## config.mk

```make
export PLATFORM = sky130hd
export DESIGN_NAME = medidor_periodo
export DESIGN_NICKNAME = d
export VERILOG_FILES = /design/src/rtl/medidor_periodo.sv
export SDC_FILE = /design/constraint.sdc
export NUM_CORES = 1
export LEC_CHECK = 0
export BUFFER_PORTS_ARGS = -buffer_cell sky130_fd_sc_hd__buf_2
export CELL_PAD_IN_SITES_DETAIL_PLACEMENT = 2
export CELL_PAD_IN_SITES_GLOBAL_PLACEMENT = 2
export CORE_ASPECT_RATIO = 2
export CORE_UTILIZATION = 34
export CTS_CLUSTER_DIAMETER = 100
export DETAILED_ROUTE_END_ITERATION = 12
export PLACE_DENSITY_LB_ADDON = 0.1
export SYNTH_ARGS = -nofsm -noshare
export SYNTH_HDL_FRONTEND = slang
export SYNTH_SLANG_ARGS = --single-unit
```

## constraint.sdc

```tcl
create_clock -name clk -period 1.95 [get_ports clk]
set_clock_uncertainty 0.15 [all_clocks]
set_input_delay 0.39 -clock clk [delete_from_list [all_inputs] [get_ports clk]]
set_output_delay 0.39 -clock clk [all_outputs]
set_load 0.1 [all_outputs]
```

## src/rtl/medidor_periodo.sv

```systemverilog
// Period and high-time meter for a clock-like signal sampled as data in the clk domain.
// Results are in clk cycles and saturate at 2^W-1. A saturated capture sets a sticky overflow flag.
module medidor_periodo #(
    parameter int W = 16
) (
    input  logic         clk,
    input  logic         reset,
    input  logic         in_clk,
    output logic [W-1:0] period,
    output logic [W-1:0] high_time,
    output logic         valid,
    output logic         overflow
);

    typedef enum logic [1:0] {
        IDLE = 2'd0,
        HIGH = 2'd1,
        LOW  = 2'd2
    } state_t;

    localparam logic [W-1:0] CNT_MAX = {W{1'b1}};

    function automatic logic [W-1:0] sat_inc(input logic [W-1:0] v);
        return (v == CNT_MAX) ? v : v + W'(1);
    endfunction

    function automatic logic is_sat(input logic [W-1:0] v);
        return (v == CNT_MAX);
    endfunction

    state_t         state_q, state_d;
    logic           in_d_q;
    logic [W-1:0]   cnt_q, cnt_d;
    logic [W-1:0]   hi_q, hi_d;
    logic [W-1:0]   period_q, period_d;
    logic [W-1:0]   high_time_q, high_time_d;
    logic           valid_q, valid_d;
    logic           overflow_q, overflow_d;
    logic           rise, fall;

    assign rise = in_clk & ~in_d_q;
    assign fall = ~in_clk & in_d_q;

    always_ff @(posedge clk) begin
        if (!reset) begin
            state_q <= IDLE;
        end else begin
            state_q <= state_d;
        end
    end

    // A rise in HIGH or a fall in LOW cannot happen, so the state simply holds on them.
    always_comb begin
        state_d = state_q;
        case (state_q)
            IDLE:    if (rise) state_d = HIGH;
            HIGH:    if (fall) state_d = LOW;
            LOW:     if (rise) state_d = HIGH;
            default: state_d = IDLE;
        endcase
    end

    always_comb begin
        cnt_d       = rise ? W'(1) : sat_inc(cnt_q);
        hi_d        = hi_q;
        period_d    = period_q;
        high_time_d = high_time_q;
        valid_d     = 1'b0;
        overflow_d  = overflow_q;
        case (state_q)
            HIGH: begin
                if (fall) begin
                    hi_d = cnt_q;
                    if (is_sat(cnt_q)) overflow_d = 1'b1;
                end
            end
            LOW: begin
                if (rise) begin
                    period_d    = cnt_q;
                    high_time_d = hi_q;
                    valid_d     = 1'b1;
                    if (is_sat(cnt_q)) overflow_d = 1'b1;
                end
            end
            default: ;
        endcase
    end

    // in_d resets high so an input already high at release does not count as a rise.
    always_ff @(posedge clk) begin
        if (!reset) begin
            in_d_q      <= 1'b1;
            cnt_q       <= '0;
            hi_q        <= '0;
            period_q    <= '0;
            high_time_q <= '0;
            valid_q     <= 1'b0;
            overflow_q  <= 1'b0;
        end else begin
            in_d_q      <= in_clk;
            cnt_q       <= cnt_d;
            hi_q        <= hi_d;
            period_q    <= period_d;
            high_time_q <= high_time_d;
            valid_q     <= valid_d;
            overflow_q  <= overflow_d;
        end
    end

    assign period    = period_q;
    assign high_time = high_time_q;
    assign valid     = valid_q;
    assign overflow  = overflow_q;

endmodule

```

=== Yosys cells after proc, flatten, opt, wreduce, memory -nomap -nowiden ===
Index checks and enable logic that the tools add are counted.

* $add $sub $neg: 1
* Equality and inequality tests: 7
* Mux-type cells: 10
* Bitwise logic cells: 5
* Reduce and logical (&&, ||, !) cells: 9

{| class="wikitable"
|+ Operators with widths
! cell !! number
|-
| $add 16x1->16 const B || 1
|-
| $eq 16x16->1 const B || 1
|-
| $reduce_and 2->1 || 4
|-
| $mux 1 || 6
|-
| $ne 2x2->1 const B || 3
|-
| $mux 2 || 2
|-
| $pmux 2 s2 || 1
|-
| $reduce_or 2->1 || 2
|-
| $not 1->1 || 3
|-
| $reduce_and 3->1 || 1
|-
| $and 1x1->1 || 2
|-
| $eq 2x1->1 const B || 1
|-
| $eq 2x2->1 const B || 1
|-
| $logic_not 2->1 || 1
|-
| $ne 2x1->1 const B || 1
|-
| $pmux 1 s2 || 1
|-
| $reduce_bool 2->1 || 1
|}

* Register bits after elaboration: 69
* Bits of input ports: 3
* Output and inout bits: 34
* Logic and storage cells: 41

=== Logic depth before layout (Yosys ltp) ===
* Word-level depth: 4
* Gate-level depth with buffers: 6
* Depth with buffers taken out: 5

=== Worst setup path after synthesis ===
OpenSTA, ideal clock, no wires.

* Path kind: reg-to-reg
* From: reg cnt_q[0]
* To: reg cnt_q[1]
* Library setup time: 0.129 ns
* Arrival: 1.494 ns
* Required time: 1.671 ns
* Path slack: 0.177 ns
* Stages on the path, launching flop included: 7
* Buffers on the path: 1
* Period minus slack after synthesis: 1.773 ns
* Path through: dfxtp_1 ha_1 nand4_1 nor4_4 buf_6 mux2i_1 nor2_1

* Cells in the longest elaborated chain, start to end: 1

{| class="wikitable"
|+ Ends and longest elaborated chain
! element !! line !! text
|-
| start: declaration || 33 || <nowiki>logic [W-1:0] cnt_q, cnt_d;</nowiki>
|-
| start signal: assignment || 101 || <nowiki>cnt_q <= cnt_d;</nowiki>
|-
| $add 16x1->16 / $eq 16x16->1 (equally long branches) || 24 || <nowiki>return (v == CNT_MAX) ? v : v + W'(1);</nowiki>
|}

Several ways; a longest one is shown, not always the timed one.
A chain may end at the register's enable or synchronous reset.

=== Worst setup path in the final report ===
* From: reg cnt_q[0]
* To: reg cnt_q[0]

* Cells in the longest elaborated chain, start to end: 3

{| class="wikitable"
|+ Ends and longest elaborated chain
! element !! line !! text
|-
| $add 16x1->16 || 24 ||
|-
| $mux 1 || 24 ||
|-
| $mux 1 || 64 || <nowiki>cnt_d = rise ? W'(1) : sat_inc(cnt_q);</nowiki>
|}

Several ways; a longest one is shown, not always the timed one. The select of a mux whose other input is x is not followed.

==> results.md <==
- Total CTS buffers: 9
- H-tree levels: 3
- Clock power share: 51.2%
- Routed Antenna Nets: 0
- Critical path launch point type: flip-flop
- CP Data Arrival Time: slightly below 2 ns
- Syn-to-layout area delta: 24.7%
- Most frequently used flop master after synthesis: dfxtp_1
- Placed Instances: 452
- Drt drc: 0
- GRT overflow: 0
- Post-Route WL: approximately 8300 µm
- RePlAce Congestion: between 0.8 and 0.9
- Syn_area_per_cell: approximately 8.7 µm²
- Reg2reg end: cnt_q[0]
- Post-synth ARST share: 0%
- Pint: about 2400 µW
- GRT Util Overall: approximately 22%
- Port-buffer cells: 36
- Vias in the first global route: 2652
- Fmax: between 500 and 600 MHz
- N_diodes: 0
- Power share of the combinational group: 2.8%
- Hold Path Class: in2reg
- Worst EP required: 2.01 ns
- Status: finished clean
- Switching power: between 600 and 700 µW
- Final setup vio count: 0
- Final Cycle Share: a little over nine tenths
- Instance count on the critical path: 6
- Post-route cell area: 0.00348 mm²
- Crit path buf inv count: 1
- Warnings from Yosys: 0
- Tot Pwr: 3110 µW
- CP Class: reg2reg
- Core area: 0.00794 mm²
- Dpl cell area: 0.00317 mm²
- Delay-heaviest family, CP: simple AND/OR/NAND/NOR gates
- Die Footprint: 0.00860 mm²
- Post-CTS setup buffer count: 0
- Synthesis-stage register bit count: between 60 and 70
- Crit-path max FO: 11
- R2R Setup Slk: approximately 0.083 ns
- Crit. End Element: flip-flop
- Hold Path Origin: in_clk
- Clock Latency Late Sink: 0.34 ns
- Largest net degree at the start of global routing: 54
- Row Count: 46
- Die width: 66.1 µm
- Clock sink total: 69
- Die height: about 130 µm
- Clock Tree Root: clkbuf_16
- Via/cell ratio: 5.21
- Fraction of layout cells with a size suffix above 1: 22.3%
- Slew @ Worst Pin: ~0.5 ns
- Initial DRC Count: 133
- Reg-to-Reg Start: cnt_q[0]
- Sequential share of power: 46.0%
- Fin nets: 371
- Distinct cell type count of the synthesized netlist: 44
- TritonRoute pass-1 iters: 4
- CTS clock-pin slew for the worst setup and hold paths: about 0.060 ns
- First-pass GRT wire length: 13700 µm
- Mapped Nets: 324
- Reg2Reg Depth: 6
- Netlist Area Pre-Place: 0.00279 mm²
- Crit-path cells: ha_4, nand4_1, nor4_4, buf_6, xor2_1, a21boi_1
- Initial Util: between 30% and 40%
- Sequential share of the synthesized area: 49.5%
- TritonCTS clock tree: done
- Relative slew slack: 67.5%
- Final hold vios: 0
- Pwr/cell area: ~900 mW/mm²
- Cells after Synth: 320
- Hold WS: 0.116 ns
- WL/cell: 17.8 µm
- Total vias in the final route: ~2400
- Sw frac: between 20% and 30%
- DP Wirelength: 5730 µm
- Max-cap viol count: 0
- Max VDD drop: 0.000526 V
- Post-synth EDFFs: 0
- Non-Filler Instances: 468
- Critical-path top delay cell: dfxtp_1
- Crit path launch: cnt_q[0]
- Worst-case clock buffer depth: 2
- Fin crit period: 1.87 ns
- Leakage: around 0.0013 µW
- CP max stage delay: 0.40 ns
- CP endpoint: cnt_q[0]
- Top Ports: 37
- Antenna violations before repair: 0
- Layout filler cell count: 887
- Slew Viols, Final: 0
worst reg2reg max path: cells and delay by family, from the launching register on:
kind | cells | cell delay, ns
flops | 1 | 0.40
buf+inv | 1 | 0.20
xor+xnor | 1 | 0.21
fa+ha+maj | 1 | 0.19
simple gates | 2 | 0.49
compound gates | 1 | 0.11
final cells by class:
cell class | instances | area [µm²] | area share, %
inverter | 1 | 3.75 | 0.108
sequential | 69 | 1390 | 39.8
timing repair buffer | 56 | 347 | 9.96
clock buffer | 13 | 270 | 7.76
clock inverter | 3 | 18.8 | 0.539
multi-input combinational | 230 | 1340 | 38.4
tap | 96 | 120 | 3.45
registers in the layout (all words and copies together) (netlist names):
| register | cells |
|---|---|
| in_d_q | 1 |
| high_time | 16 |
| overflow | 1 |
| cnt_q | 16 |
| state_q | 2 |
| hi_q | 16 |
| valid | 1 |
| period | 16 |
synth_stat cells, drive strengths merged (2+ instances only):
library cell | instances | area (µm²)
a211oi | 2 | 15.0
a21boi | 51 | 383
a21oi | 6 | 30.0
a31oi | 2 | 12.5
and2 | 4 | 25.0
and3 | 3 | 18.8
and4 | 2 | 17.5
buf | 10 | 55.1
clkbuf | 10 | 37.5
dfxtp | 69 | 1380
nand2 | 103 | 387
nand2b | 3 | 18.8
nand3 | 4 | 20.0
nand3b | 2 | 15.0
nand4 | 5 | 52.6
nor2 | 6 | 22.5
nor3 | 2 | 15.0
nor3b | 2 | 25.0
nor4 | 2 | 27.5
o21a | 2 | 15.0
o21ai | 8 | 40.0
or3 | 5 | 31.3
or3b | 2 | 17.5
or4 | 3 | 22.5
kinds of logic (layout without fill, tap and decap cells):
logic type	after synthesis	in the layout	share of synthesized area, %
XOR/XNOR	2	2	0.628
multiplexers	1	1	0.359
buffers and inverters	21	73	3.45
AO/OA/AOI/OAI	75	75	19.0
adder cells (fa/ha/maj)	1	1	0.448
flip-flops	69	69	49.5
AND/OR/NAND/NOR	151	151	26.7
layer usage:
layer	share of wire (%)	global-route usage (%)	wire length [µm]	up-vias
li1	-	-	-	1184
met1	37	21.5	3110	1200
met2	57	40.3	4750	36
met3	2.3	4.55	193	16
met4	3.2	12.4	270	0
met5	0	0	0	-
placed cells by master, fill, tap and decap left out, types with 5 or more instances in the layout:
master     count
nand2_1      103
or3_1          5
a21boi_0      28
a21boi_1      22
a21oi_1        6
buf_2         36
buf_4         18
clkbuf_16      9
dfxtp_1       66
nor2_1         6
worst min path at each step:
stage | to | cells after the start
floorplan | high_time[10] | 2
global placement | high_time[13] | 2
detailed placement | high_time[11] | 2
CTS | in_d_q | 2
global route | in_d_q | 2
finish | in_d_q | 2
power by group through the flow:
stage | Sequential (µW) | Combinational, µW | Clock, µW
after floorplan | 1460 | 55.3 | 0
after global placement | 1460 | 84.9 | 0
after detailed placement | 1460 | 87.2 | 0
after CTS | 1430 | 89.0 | 1630
after global routing | 1430 | 95.7 | 1690
final | 1430 | 87.7 | 1590
timing repair:
| item | CTS | global route |
|---|---|---|
| endpoints found under the setup margin | 1 | 3 |
| endpoints found under the hold margin | 0 | 0 |
| resized for setup | 1 | 6 |
| hold buffers | 0 | 0 |
through the flow:
stage	worst slack [ns]	setup TNS, ns	util [%]
finish	0.0835	0	43.8
global route	-0.0151	-0.0151	43.8
CTS	0.00706	0	43.6
detailed placement	0.00661	0	39.9
global placement	0.0358	0	39.9
floorplan	0.177	0	-
Power figures use the tool's default switching activity.
